==> src/rtl/spi_slave_if.sv <==
// spi_slave_if: SPI bus pins plus TX/RX byte handshake. Master drives sclk, ss_n, mosi, tx_data and tx_valid; the slave drives everything else.
interface spi_slave_if;
  logic       sclk;
  logic       ss_n;
  logic       mosi;
  logic       miso;
  logic       miso_oe;
  logic [7:0] tx_data;
  logic       tx_valid;
  logic       tx_ready;
  logic [7:0] rx_data;
  logic       rx_valid;
  logic       busy;
  logic       tx_underrun;
  logic       frame_abort;
  modport master (
    output sclk, ss_n, mosi, tx_data, tx_valid,
    input  miso, miso_oe, tx_ready, rx_data, rx_valid, busy, tx_underrun, frame_abort
  );
  modport slave (
    input  sclk, ss_n, mosi, tx_data, tx_valid,
    output miso, miso_oe, tx_ready, rx_data, rx_valid, busy, tx_underrun, frame_abort
  );
endinterface

==> src/rtl/spi_slave.sv <==
// spi_slave: Mode 0 SPI target (8-bit MSB first) with oversampled inputs; ports clk, rst, bus (spi_slave_if.slave).
module spi_slave #(
  parameter int         SYNC_STAGES = 2,
  parameter logic [7:0] DEFAULT_TX  = 8'hFF
) (
  input logic         clk,
  input logic         rst,
  spi_slave_if.slave  bus
);
  typedef enum logic {IDLE, SHIFT} state_t;
  state_t                 state_q, state_d;
  logic [SYNC_STAGES:0]   sclk_q, ss_q, fill_q;
  logic [SYNC_STAGES-1:0] mosi_q;
  logic                   armed_q;
  logic [7:0]             buf_q, sh_tx_q, rx_data_q;
  logic [6:0]             sh_rx_q;
  logic [2:0]             bit_cnt_q;
  logic                   buf_full_q, from_buf_q, boundary_q;
  logic                   rx_valid_q, tx_underrun_q, frame_abort_q;
  logic                   sclk_rise, sclk_fall, ss_rise, ss_fall;
  logic                   start, stop, rise_s, fall_s, load, commit, last_bit;
  logic [7:0]             rx_next;
  assign sclk_rise = sclk_q[SYNC_STAGES-1] & ~sclk_q[SYNC_STAGES];
  assign sclk_fall = ~sclk_q[SYNC_STAGES-1] & sclk_q[SYNC_STAGES];
  assign ss_rise   = ss_q[SYNC_STAGES-1] & ~ss_q[SYNC_STAGES];
  assign ss_fall   = ~ss_q[SYNC_STAGES-1] & ss_q[SYNC_STAGES];
  assign start     = state_q == IDLE && state_d == SHIFT;
  assign stop      = state_q == SHIFT && ss_rise;
  // ss_n rising wins over any SCLK edge seen in the same cycle
  assign rise_s    = state_q == SHIFT && !ss_rise && sclk_rise;
  assign fall_s    = state_q == SHIFT && !ss_rise && sclk_fall;
  assign load      = start | (fall_s & boundary_q);
  assign commit    = rise_s && bit_cnt_q == 3'd7;
  assign last_bit  = rise_s && bit_cnt_q == 3'd0;
  assign rx_next   = {sh_rx_q, mosi_q[SYNC_STAGES-1]};
  assign bus.tx_ready    = ~buf_full_q;
  assign bus.rx_data     = rx_data_q;
  assign bus.rx_valid    = rx_valid_q;
  assign bus.tx_underrun = tx_underrun_q;
  assign bus.frame_abort = frame_abort_q;
  // fill_q marks when the sync chain holds real samples rather than reset
  // values, so a select already low at reset release can never arm a frame
  always_ff @(posedge clk) begin
    if (rst) begin
      sclk_q <= '0;
      ss_q   <= '1;
      mosi_q <= '0;
      fill_q <= '0;
    end else begin
      sclk_q <= {sclk_q[SYNC_STAGES-1:0], bus.sclk};
      ss_q   <= {ss_q[SYNC_STAGES-1:0], bus.ss_n};
      mosi_q <= {mosi_q[SYNC_STAGES-2:0], bus.mosi};
      fill_q <= {fill_q[SYNC_STAGES-1:0], 1'b1};
    end
  end
  always_ff @(posedge clk) state_q <= rst ? IDLE : state_d;
  always_comb begin
    state_d = state_q;
    if (state_q == IDLE) state_d = ss_fall && armed_q ? SHIFT : IDLE;
    else                 state_d = ss_rise ? IDLE : SHIFT;
  end
  always_comb begin
    bus.busy    = state_q == SHIFT;
    bus.miso_oe = state_q == SHIFT;
    bus.miso    = state_q == SHIFT && sh_tx_q[7];
  end
  always_ff @(posedge clk) begin
    if (rst) begin
      armed_q       <= 1'b0;
      buf_q         <= '0;
      buf_full_q    <= 1'b0;
      sh_tx_q       <= '0;
      from_buf_q    <= 1'b0;
      sh_rx_q       <= '0;
      bit_cnt_q     <= 3'd7;
      boundary_q    <= 1'b0;
      rx_data_q     <= '0;
      rx_valid_q    <= 1'b0;
      tx_underrun_q <= 1'b0;
      frame_abort_q <= 1'b0;
    end else begin
      armed_q       <= armed_q | (fill_q[SYNC_STAGES] & ss_q[SYNC_STAGES-1]);
      rx_valid_q    <= last_bit;
      tx_underrun_q <= commit & ~from_buf_q;
      frame_abort_q <= stop && bit_cnt_q != 3'd7;
      // writes only land in an empty buffer, so a pop never collides with one
      if (bus.tx_valid && !buf_full_q) begin
        buf_q      <= bus.tx_data;
        buf_full_q <= 1'b1;
      end else if (commit && from_buf_q) begin
        buf_full_q <= 1'b0;
      end
      // loading only peeks; the buffer is popped later at the slot's first rise
      if (load) begin
        sh_tx_q    <= buf_full_q ? buf_q : DEFAULT_TX;
        from_buf_q <= buf_full_q;
      end else if (fall_s) begin
        sh_tx_q    <= {sh_tx_q[6:0], 1'b0};
      end
      sh_rx_q    <= start ? '0 : rise_s ? rx_next[6:0] : sh_rx_q;
      bit_cnt_q  <= start || stop || last_bit ? 3'd7 : rise_s ? bit_cnt_q - 3'd1 : bit_cnt_q;
      boundary_q <= start || stop ? 1'b0 : last_bit ? 1'b1 : fall_s ? 1'b0 : boundary_q;
      if (last_bit) rx_data_q <= rx_next;
    end
  end
endmodule

==> src/flat_wrapper.sv <==
// flat-port wrapper written by rule: the top's interface ports become plain ports
module spi_slave_flat 
#(
  parameter int         SYNC_STAGES = 2,
  parameter logic [7:0] DEFAULT_TX  = 8'hFF
)
  (clk, rst, bus_sclk, bus_ss_n, bus_mosi, bus_tx_data, bus_tx_valid, bus_miso, bus_miso_oe, bus_tx_ready, bus_rx_data, bus_rx_valid, bus_busy, bus_tx_underrun, bus_frame_abort);
  spi_slave_if bus_i ();
  input logic clk;
  input logic rst;
  input wire logic [$bits(bus_i.sclk)-1:0] bus_sclk;
  input wire logic [$bits(bus_i.ss_n)-1:0] bus_ss_n;
  input wire logic [$bits(bus_i.mosi)-1:0] bus_mosi;
  input wire logic [$bits(bus_i.tx_data)-1:0] bus_tx_data;
  input wire logic [$bits(bus_i.tx_valid)-1:0] bus_tx_valid;
  output wire logic [$bits(bus_i.miso)-1:0] bus_miso;
  output wire logic [$bits(bus_i.miso_oe)-1:0] bus_miso_oe;
  output wire logic [$bits(bus_i.tx_ready)-1:0] bus_tx_ready;
  output wire logic [$bits(bus_i.rx_data)-1:0] bus_rx_data;
  output wire logic [$bits(bus_i.rx_valid)-1:0] bus_rx_valid;
  output wire logic [$bits(bus_i.busy)-1:0] bus_busy;
  output wire logic [$bits(bus_i.tx_underrun)-1:0] bus_tx_underrun;
  output wire logic [$bits(bus_i.frame_abort)-1:0] bus_frame_abort;
  assign bus_i.sclk = bus_sclk;
  assign bus_i.ss_n = bus_ss_n;
  assign bus_i.mosi = bus_mosi;
  assign bus_i.tx_data = bus_tx_data;
  assign bus_i.tx_valid = bus_tx_valid;
  assign bus_miso = bus_i.miso;
  assign bus_miso_oe = bus_i.miso_oe;
  assign bus_tx_ready = bus_i.tx_ready;
  assign bus_rx_data = bus_i.rx_data;
  assign bus_rx_valid = bus_i.rx_valid;
  assign bus_busy = bus_i.busy;
  assign bus_tx_underrun = bus_i.tx_underrun;
  assign bus_frame_abort = bus_i.frame_abort;
  spi_slave #(.SYNC_STAGES(SYNC_STAGES), .DEFAULT_TX(DEFAULT_TX)) u_core (.clk(clk), .rst(rst), .bus(bus_i));
endmodule
==> config.mk <==
export PLATFORM = sky130hd
export DESIGN_NAME = spi_slave_flat
export DESIGN_NICKNAME = d
export VERILOG_FILES = /design/src/rtl/spi_slave_if.sv /design/src/rtl/spi_slave.sv /design/src/flat_wrapper.sv
export SDC_FILE = /design/constraint.sdc
export NUM_CORES = 1
export LEC_CHECK = 0
export ABC_AREA = 1
export BUFFER_PORTS_ARGS = -buffer_cell sky130_fd_sc_hd__clkbuf_2
export CAP_MARGIN = 20
export CORE_MARGIN = 10
export CORE_UTILIZATION = 56
export DETAILED_ROUTE_END_ITERATION = 6
export PLACE_DENSITY = 0.76
export RECOVER_POWER = 50
export SETUP_SLACK_MARGIN = 0.02
export SLEW_MARGIN = 25
export SYNTH_ARGS = -nofsm -noshare
export SYNTH_HDL_FRONTEND = slang
export SYNTH_SLANG_ARGS = --single-unit
==> constraint.sdc <==
create_clock -name clk -period 1.3 [get_ports clk]
set_input_delay 0.065 -clock clk [delete_from_list [all_inputs] [get_ports clk]]
set_output_delay 0.065 -clock clk [all_outputs]
set_load 0.01 [all_outputs]
After elaboration in Yosys (flattened, before gate mapping)
Cells that the tools add are included.
{"block": "word_totals", "register_bits": 53, "inputBits": 14, "out_inout_bits": 15, "word_cells": 71}
{"block": "op_classes", "addsub": 1, "n_eq_ne": 2, "mux": 11, "bitwise_logic": 16, "n_reduce_logical": 23}
{"operator": "$mux W8", "count": 3}
{"operator": "$logic_and A1 B1 Y1", "count": 12}
{"operator": "$mux W1", "count": 8}
{"operator": "$and A1 B1 Y1", "count": 7}
{"operator": "$not A1 Y1", "count": 7}
{"operator": "$reduce_bool A2 Y1", "count": 3}
{"operator": "$reduce_or A2 Y1", "count": 3}
{"operator": "$eq A3 B3 Y1 const B", "count": 1}
{"operator": "$logic_not A3 Y1", "count": 1}
{"operator": "$ne A3 B3 Y1 const B", "count": 1}
{"operator": "$sub A3 B1 Y3 const B", "count": 1}
{"operator": "$logic_not A1 Y1", "count": 2}
{"operator": "$logic_or A1 B1 Y1", "count": 2}
{"operator": "$or A1 B1 Y1", "count": 2}

Depth between registers and ports, before layout
Gate-level depths: netlist of the first run.
{"block": "logic_depth", "depth_word": 9, "depth_mapped": 7, "depth_no_buf": 7}

Worst setup path before layout of the first run
No wires, ideal clock.
{"block": "synth_timing", "path_type": "flip-flop to flip-flop", "start": "register u_core.state_q, in the netlist u_core.bus.busy", "end": "register u_core.rx_data_q[2], in the netlist u_core.bus.rx_data[2]", "setup_time_ns": 0.069, "t_arrival_ns": 1.157, "required_time_ns": 1.231, "path_slack_ns": 0.074, "path_stages_with_launch": 8, "path_buffers": 1, "synth_period_minus_slack_ns": 1.226, "path_cell_list": "dfxtp_1 > inv_2 > a21oi_4 > nand2_4 > nor2_8 > buf_6 > nand3_1 > o21ai_1"}
{"block": "synth_via", "elab_chain_len": 3}
{"item": "from (decl)", "line": "spi_slave.sv:11", "text": "state_t state_q, state_d;"}
{"item": "from (signal assigned)", "line": "spi_slave.sv:56", "text": "always_ff @(posedge clk) state_q <= rst ? IDLE : state_d;"}
{"item": "$logic_and A1 B1 Y1 (2 in a row)", "line": "spi_slave.sv:30", "text": "assign rise_s = state_q == SHIFT && !ss_rise && sclk_rise;"}
{"item": "$logic_and A1 B1 Y1", "line": "spi_slave.sv:34", "text": "assign last_bit = rise_s && bit_cnt_q == 3'd0;"}
{"item": "to (signal assigned)", "line": "spi_slave.sv:103", "text": "if (last_bit) rx_data_q <= rx_next;"}
{"item": "to (decl)", "line": "spi_slave.sv:15", "text": "logic [7:0] buf_q, sh_tx_q, rx_data_q;"}
No other way between the ends.
A chain may end at the register's enable or synchronous reset.

Final worst setup path of the first run
{"block": "layout_timing", "start": "register u_core.ss_q[2]", "end": "register u_core.bit_cnt_q[1]"}
{"block": "layout_via", "elab_chain_len": 8, "word_cells_on_any_way": 16, "classes_between": "mux (3); bitwise (3); reduce/logical (10)"}
{"item": "from (decl)", "line": "spi_slave.sv:12", "text": "logic [SYNC_STAGES:0] sclk_q, ss_q, fill_q;"}
{"item": "from (signal assigned)", "line": "spi_slave.sv:51", "text": "ss_q <= {ss_q[SYNC_STAGES-1:0], bus.ss_n};"}
{"item": "$and A1 B1 Y1 / $not A1 Y1 (equally long branches)", "line": "spi_slave.sv:26, spi_slave.sv:25"}
{"item": "$logic_and A1 B1 Y1 / $and A1 B1 Y1 (equally long branches)", "line": "spi_slave.sv:59, spi_slave.sv:25"}
{"item": "$mux W1 (tied with other cells)", "line": "spi_slave.sv:59", "text": "if (state_q == IDLE) state_d = ss_fall && armed_q ? SHIFT : IDLE;"}
{"item": "$mux W1 / $logic_and A1 B1 Y1 (equally long branches)", "line": "spi_slave.sv:59, spi_slave.sv:30"}
{"item": "$logic_and A1 B1 Y1, on equally long branches", "line": "spi_slave.sv:27, spi_slave.sv:30"}
{"item": "$logic_or A1 B1 Y1 / $logic_and A1 B1 Y1 (equally long branches)", "line": "spi_slave.sv:101, spi_slave.sv:34"}
{"item": "$logic_or A1 B1 Y1", "line": "spi_slave.sv:101", "text": "bit_cnt_q <= start || stop || last_bit ? 3'd7 : rise_s ? bit_cnt_q - 3'd1 : bit_cnt_q;"}
{"item": "$reduce_or A2 Y1 (no line)"}
{"item": "to (signal assigned)", "line": "spi_slave.sv:101"}
{"item": "to (decl)", "line": "spi_slave.sv:17", "text": "logic [2:0] bit_cnt_q;"}
Several ways; a longest one is shown, not always the timed one.

==> flow_summary.ini, run 1 <==
[timing]
drv_slew = 0
post-route-min-period_ns = 1.22
finalSetupTns_ns = 0
setup_ws_ns = 0.0832
whs_ns = 0.00711
hold_viol = 0
fmax_ghz = 0.822
finClkSkew_ns = 0.00582
setup_viol = 0
relSlewSlack_pct = 76.8
tightest_slew_ns = 0.349
rsz0062_at_grt = true
period_share_pct = 93.6

[die]
design.portCount = 29
die_y_um = 81.1
rows = 22
die_x_um = 81.1
initial_utilization_pct = 57.5
die_area_mm2 = 0.00657
core-area_mm2 = 0.00363

[detailed_routing]
vias = 1806
drtPass1Iterations = 4
drt-wirelength-per-cell_um = 12.1
vias_per_cell = 4.84
drtAntennaViolNets = 0
drc = 0
wl_um = 4520
drt-initial-drc-count = 192

[placed_design]
placed_cells = 355
gp_congestion = 0.772
place_ws_ns = -0.00877
io_buffers = 28
hpwlAfterDp_um = 2900

[synthesis]
syn_inst = 279
yosysSeqAreaShare_pct = 50.8
synth_edf_count = 0
synth_top_area_share_pct = 50.8
ys_top_cells_by_area = dfxtp_1 (51%), nand2_1 (12%), nor2_1 (7.4%)
ys_top_cells_by_count = nand2_1 (66), dfxtp_1 (53), nor2_1 (41)
syn-num-nets = 296
yosysUniqueCellTypes = 23
avgSynthCellArea_um2 = 7.49
ys_ff_latch = 53
synthArstFlopShare_pct = 0
yosysMostFrequentCell = nand2_1
yosys_most_used_dff = dfxtp_1
yosysTopAreaCell = dfxtp_1
syn-cell-area_mm2 = 0.00209
yosys_warnings = 0

[min_path]
whs_endpoint = u_core.buf_q[5]
min_from = bus_tx_data[5]
min-delay-path-class = in -> reg
holdPathStages = 3

[clock_network]
tritoncts = done
clkTransAtPathRegs_ns = 0.09
cts_max_level = 2
clk_path_buf_depth = 2
cts_inserted_buffers = 5
clock-sinks = 53
insertion_delay_ns = 0.31
clockRootBuffer = clkbuf_8

[critical_path]
critPathBufInv = 1
slowest_stage = dfxtp_1
critPathCaptureType = register
worstPathRequired_ns = 1.55
rrSetupSlack_ns = 0.08
startpoint_type = register
rr_startpoint = u_core.ss_q[2]
worst_ep_arrival_time_ns = 1.47
rr_endpoint = u_core.bit_cnt_q[1]
slowest_delay_ns = 0.33
reg2reg_depth = 5
path_class = reg -> reg
cp_max_fo = 10
path_cells = inv_1 -> a21oi_4 -> nand2_4 -> or2_2 -> nand3_1
critPathTopFamily = simple AND/OR/NAND/NOR gates

[pwr]
p_clk_share_pct = 40.9
p_per_area_mw_per_mm2 = 1240
peakVddDrop_mv = 0.934
switching_power_mw = 0.660
totalPowerFinal_mw = 3.17
seq_power_share_pct = 53.3
comb_power_share_pct = 5.8
switching_share_pct = 20.8
intPower_mw = 2.51
p_leak_nw = 1.21

[cells_and_area]
multiInputGateArea_um2 = 907
drive_gt1_share_pct = 17.2
layout.nets = 341
finalNonFillerCells = 373
syn2layout_area_growth_pct = 22.3
antenna_cells = 0
register_area_mm2 = 0.00106
fill_cells = 324

[global_route]
grtUsageTotal_pct = 13.8
grt_pass1_wl_um = 7310
grt.overflow.total = 0
antenna_found_initial = 0
grt_pass1_vias = 1659
grt_max_degree = 21

[status]
status = complete, no violations

[flow_run]
maxCapViolCount = 0
state kept, by name (all words and copies together) (netlist names), 2 cells and up:
register	flops
u_core.bit_cnt_q	3
u_core.buf_q	8
u_core.bus.rx_data	8
u_core.fill_q	3
u_core.mosi_q	2
u_core.sclk_q	3
u_core.sh_rx_q	7
u_core.sh_tx_q	8
u_core.ss_q	3
routing by layer:
metal | wire length [um] | global-route usage, %
met4 | 58 | 4.84
met5 | 0 | 0
met2 | 2100 | 21.6
met1 | 2100 | 17.1
met3 | 259 | 4.97
per-stage QoR:
stage / instance area (um^2) / util (%)
final: 2560 / 70.4
after global routing: 2560 / 70.4
after CTS: 2520 / 69.2
after detailed placement: 2310 / 63.5
after global placement: 2310 / 63.5
after floorplan: 2090 / -
worst min-delay path: cells and delay by family:
kind | cells | cell delay, ns
AOI/OAI and AO/OA | 1 | 0.07
buffers and inverters | 1 | 0.07
and+or+nand+nor | 1 | 0.08
power groups by stage:
stage	clock, mW	sequential (mW)	combinational [mW]
after floorplan	0	1.72	0.112
after global routing	1.38	1.70	0.214
final	1.30	1.69	0.184
after global placement	0	1.72	0.166
after detailed placement	0	1.73	0.169
after CTS	1.31	1.69	0.182
final cells by class:
cell class / instances / area share [%]
Multi-Input combinational cell: 186 / 35.5
Sequential cell: 53 / 41.6
Clock inverter: 3 / 2.55
Clock buffer: 5 / 2.69
Inverter: 33 / 4.94
Tap cell: 48 / 2.35
Timing Repair Buffer: 45 / 10.4
logic make-up (layout without fill, tap and decap cells):
kind of cell	count (synthesis)	count (layout)	share of synthesized area (%)
buf+inv	43	86	8.62
simple gates	146	149	30.1
fa+ha+maj	3	3	1.80
flops	53	53	50.8
compound gates	34	34	8.68
timing repair:
action                                 4_1_cts  5_1_grt
buffers inserted                             0        1
hold buffers                                 5        0
resized for setup                            5       11
cloned                                       1        3
endpoints found under the hold margin        5        0
pin swaps                                    1        3
setup endpoints to repair                   11       27
worst max-delay path by stage:
stage,startpoint,endpoint,depth (start not counted)
finish,u_core.ss_q[2],u_core.bit_cnt_q[1],5
global placement,u_core.bit_cnt_q[0],u_core.bit_cnt_q[0],6
detailed placement,u_core.bit_cnt_q[0],u_core.bit_cnt_q[1],6
floorplan,u_core.bus.busy,u_core.bus.rx_data[2],7
CTS,u_core.bit_cnt_q[0],u_core.bit_cnt_q[1],6
global route,u_core.ss_q[2],u_core.bus.rx_data[7],7
layout by cell type (no fill, tap or decap):
cell            n
nor2_1         39
nor2_4          3
clkbuf_1       13
nand2_4         2
buf_4           8
nor2_8          1
nand2_2         3
nand2_1        63
buf_6           2
clkinv_1        1
inv_2           1
nand4_1         3
nand3_1        26
o21ai_0         8
bufinv_16       2
inv_4           1
inv_1          30
ha_2            1
a21oi_4         1
dfxtp_2         1
nor2_2          2
clkbuf_8        5
dlygate4sd3_1   5
clkinv_2        1
nor4_1          1
o21ai_1         5
clkbuf_2       17
or2_2           4
ha_1            2
a21oi_1        20
nand3_2         1
dfxtp_1        52
nor3_1          1
Power figures use the tool's default switching activity.
==> inputs of run 2 (changes only) <==
--- a/config.mk
+++ b/config.mk
@@ -8,8 +8,10 @@
 export ABC_AREA = 1
 export BUFFER_PORTS_ARGS = -buffer_cell sky130_fd_sc_hd__clkbuf_2
 export CAP_MARGIN = 20
+export CELL_PAD_IN_SITES_DETAIL_PLACEMENT = 2
+export CELL_PAD_IN_SITES_GLOBAL_PLACEMENT = 2
 export CORE_MARGIN = 10
-export CORE_UTILIZATION = 56
+export CORE_UTILIZATION = 32
 export DETAILED_ROUTE_END_ITERATION = 6
 export PLACE_DENSITY = 0.76
 export RECOVER_POWER = 50
==> run 2 against run 1 <==
The run now ends with negative hold slack left. Non-clock buffer count up 10. First-iteration DRC count is 73% lower. Design area is 7.7% higher. Clock power down 8%. Maximum frequency down 5.2%. Via count up 7.9%. Largest cell class unchanged.
==> flow_summary.ini, run 2 (same netlist as run 1, synthesis figures left out) <==
[critical_path]
rrSetupSlack_ns = 0.02
rr_startpoint = u_core.ss_q[2]
slowest_stage = dfxtp_2
critPathCaptureType = register
startpoint_type = register
path_class = reg -> reg
reg2reg_depth = 6
worst_ep_arrival_time_ns = 1.49
worstPathRequired_ns = 1.51
critPathBufInv = 2
slowest_delay_ns = 0.35
path_cells = inv_2 -> a21oi_4 -> buf_6 -> nand2_8 -> nor2_4 -> o21ai_1
critPathTopFamily = flip-flops
rr_endpoint = u_core.bus.rx_data[3]
cp_max_fo = 5

[min_path]
min_from = bus_tx_data[4]
min-delay-path-class = in -> reg
holdPathStages = 3
whs_endpoint = u_core.buf_q[4]

[clock_network]
cts_max_level = 2
clockRootBuffer = clkbuf_8
cts_inserted_buffers = 5
clock-sinks = 53
tritoncts = done
clk_path_buf_depth = 2
clkTransAtPathRegs_ns = 0.10
insertion_delay_ns = 0.31

[placed_design]
io_buffers = 28
gp_congestion = 0.709
place_ws_ns = -0.0817
hpwlAfterDp_um = 4080

[cells_and_area]
antenna_cells = 0
drive_gt1_share_pct = 28.0
final_cell_mix = nand2_1 (60), dfxtp_1 (48), nor2_1 (37)
multiInputGateArea_um2 = 972
syn2layout_area_growth_pct = 31.7
register_area_mm2 = 0.00107
layout_commonest_cell = nand2_1
fill_cells = 727
layout.nets = 352
final_util_pct = 43.3

[global_route]
grt_pass1_wl_um = 10200
antenna_found_initial = 0
grt.overflow.total = 0
grtUsageTotal_pct = 12.4
grt_pass1_vias = 2128
grt_max_degree = 23

[timing]
hold_viol = 1
drv_slew = 0
post-route-min-period_ns = 1.28
relSlewSlack_pct = 79.5
whs_ns = -0.00305
period_share_pct = 98.8
setup_viol = 0
finClkSkew_ns = 0.00619
rsz0062_at_grt = true
setup_ws_ns = 0.0161
fmax_ghz = 0.779
tightest_slew_ns = 0.305

[status]
status = finished, violations left
violations = negative hold slack

[detailed_routing]
drtAntennaViolNets = 0
vias_per_cell = 4.72
drc = 0
drtPass1Iterations = 4
drt-initial-drc-count = 52
wl_um = 6400
drt-wirelength-per-cell_um = 15.5
vias = 1948

[pwr]
p_leak_nw = 1.29
p_per_area_mw_per_mm2 = 1130
peakVddDrop_mv = 0.632

[die]
design.portCount = 29
die_y_um = 101
rows = 29
initial_utilization_pct = 32.9
core-area_mm2 = 0.00635
die_area_mm2 = 0.0102
die_x_um = 101

[flow_run]
maxCapViolCount = 0
run 2: cell types whose count changed in the layout (fill, tap and decap cells not counted), moves of 3 or more:
cell,previous run,this run
clkbuf_1,13,2
nand2_2,3,6
a21oi_2,0,4
dfxtp_2,1,4
buf_4,8,16
nand3_1,26,23
nand2_1,63,60
nand3_2,1,4
a21oi_1,20,16
clkbuf_2,17,28
dfxtp_1,52,48
run 2: repair_timing:
action | CTS | global route
buffers inserted | 0 | 3
gates cloned | 1 | 3
hold buffers | 6 | 0
endpoints found under the hold margin | 6 | 0
setup endpoints to repair | 24 | 28
pin swaps | 3 | 7
gates resized for setup | 10 | 27
run 2: how the worst max path moves through the flow:
stage                         start                    end  slack (ns)  cells after the start
floorplan           u_core.bus.busy  u_core.bus.rx_data[2]        0.07                      7
global route         u_core.ss_q[2]  u_core.bus.rx_data[2]       -0.04                      7
global placement     u_core.ss_q[2]    u_core.bit_cnt_q[2]       -0.03                      7
detailed placement   u_core.ss_q[2]    u_core.bit_cnt_q[2]       -0.08                      7
finish               u_core.ss_q[2]  u_core.bus.rx_data[3]        0.02                      6
CTS                  u_core.ss_q[2]  u_core.bus.rx_data[2]       0.003                      7
run 2: area by class of cell:
cell class                 instances  area share, %
clock inverter                     1           1.09
tap                               77           3.50
multi-input combinational        187           35.3
sequential                        53           38.9
clock buffer                       7           3.14
inverter                          33           4.68
timing repair buffer              55           13.4
run 2: per-stage QoR:
stage | hold slack, ns | instance area, um^2 | power [mW] | TNS [ns] | std cells
after floorplan | 0.169 | 2090 | 1.83 | 0 | 279
after global placement | 0.247 | 2400 | 1.90 | -0.0385 | 392
after detailed placement | 0.254 | 2400 | 1.91 | -0.416 | 392
after CTS | 0.00280 | 2620 | 3.10 | 0 | 407
after global routing | 0.0145 | 2750 | 3.22 | -0.273 | 413
final | -0.00305 | 2750 | 3.10 | 0 | 413
run 2: routing by layer:
metal	vias to the layer above	part of all wire (%)	global-route usage, %
li1	988	-	-
met2	24	51	21.2
met1	930	45	14.7
met5	-	0	0
met3	6	3.3	3.29
met4	0	1.0	3.48
run 2: worst reg2reg max path, stage by stage (launching register included):
cell	delay, ns
dfxtp_2	0.35
inv_2	0.05
a21oi_4	0.17
buf_6	0.15
nand2_8	0.09
nor2_4	0.25
o21ai_1	0.11
run 2: report_power, final:
part	switching (mW)	leakage, nW	internal (mW)
Combinational	0.122	0.802	0.0886
Clock	0.568	0.0585	0.629
Sequential	0.0243	0.432	1.67
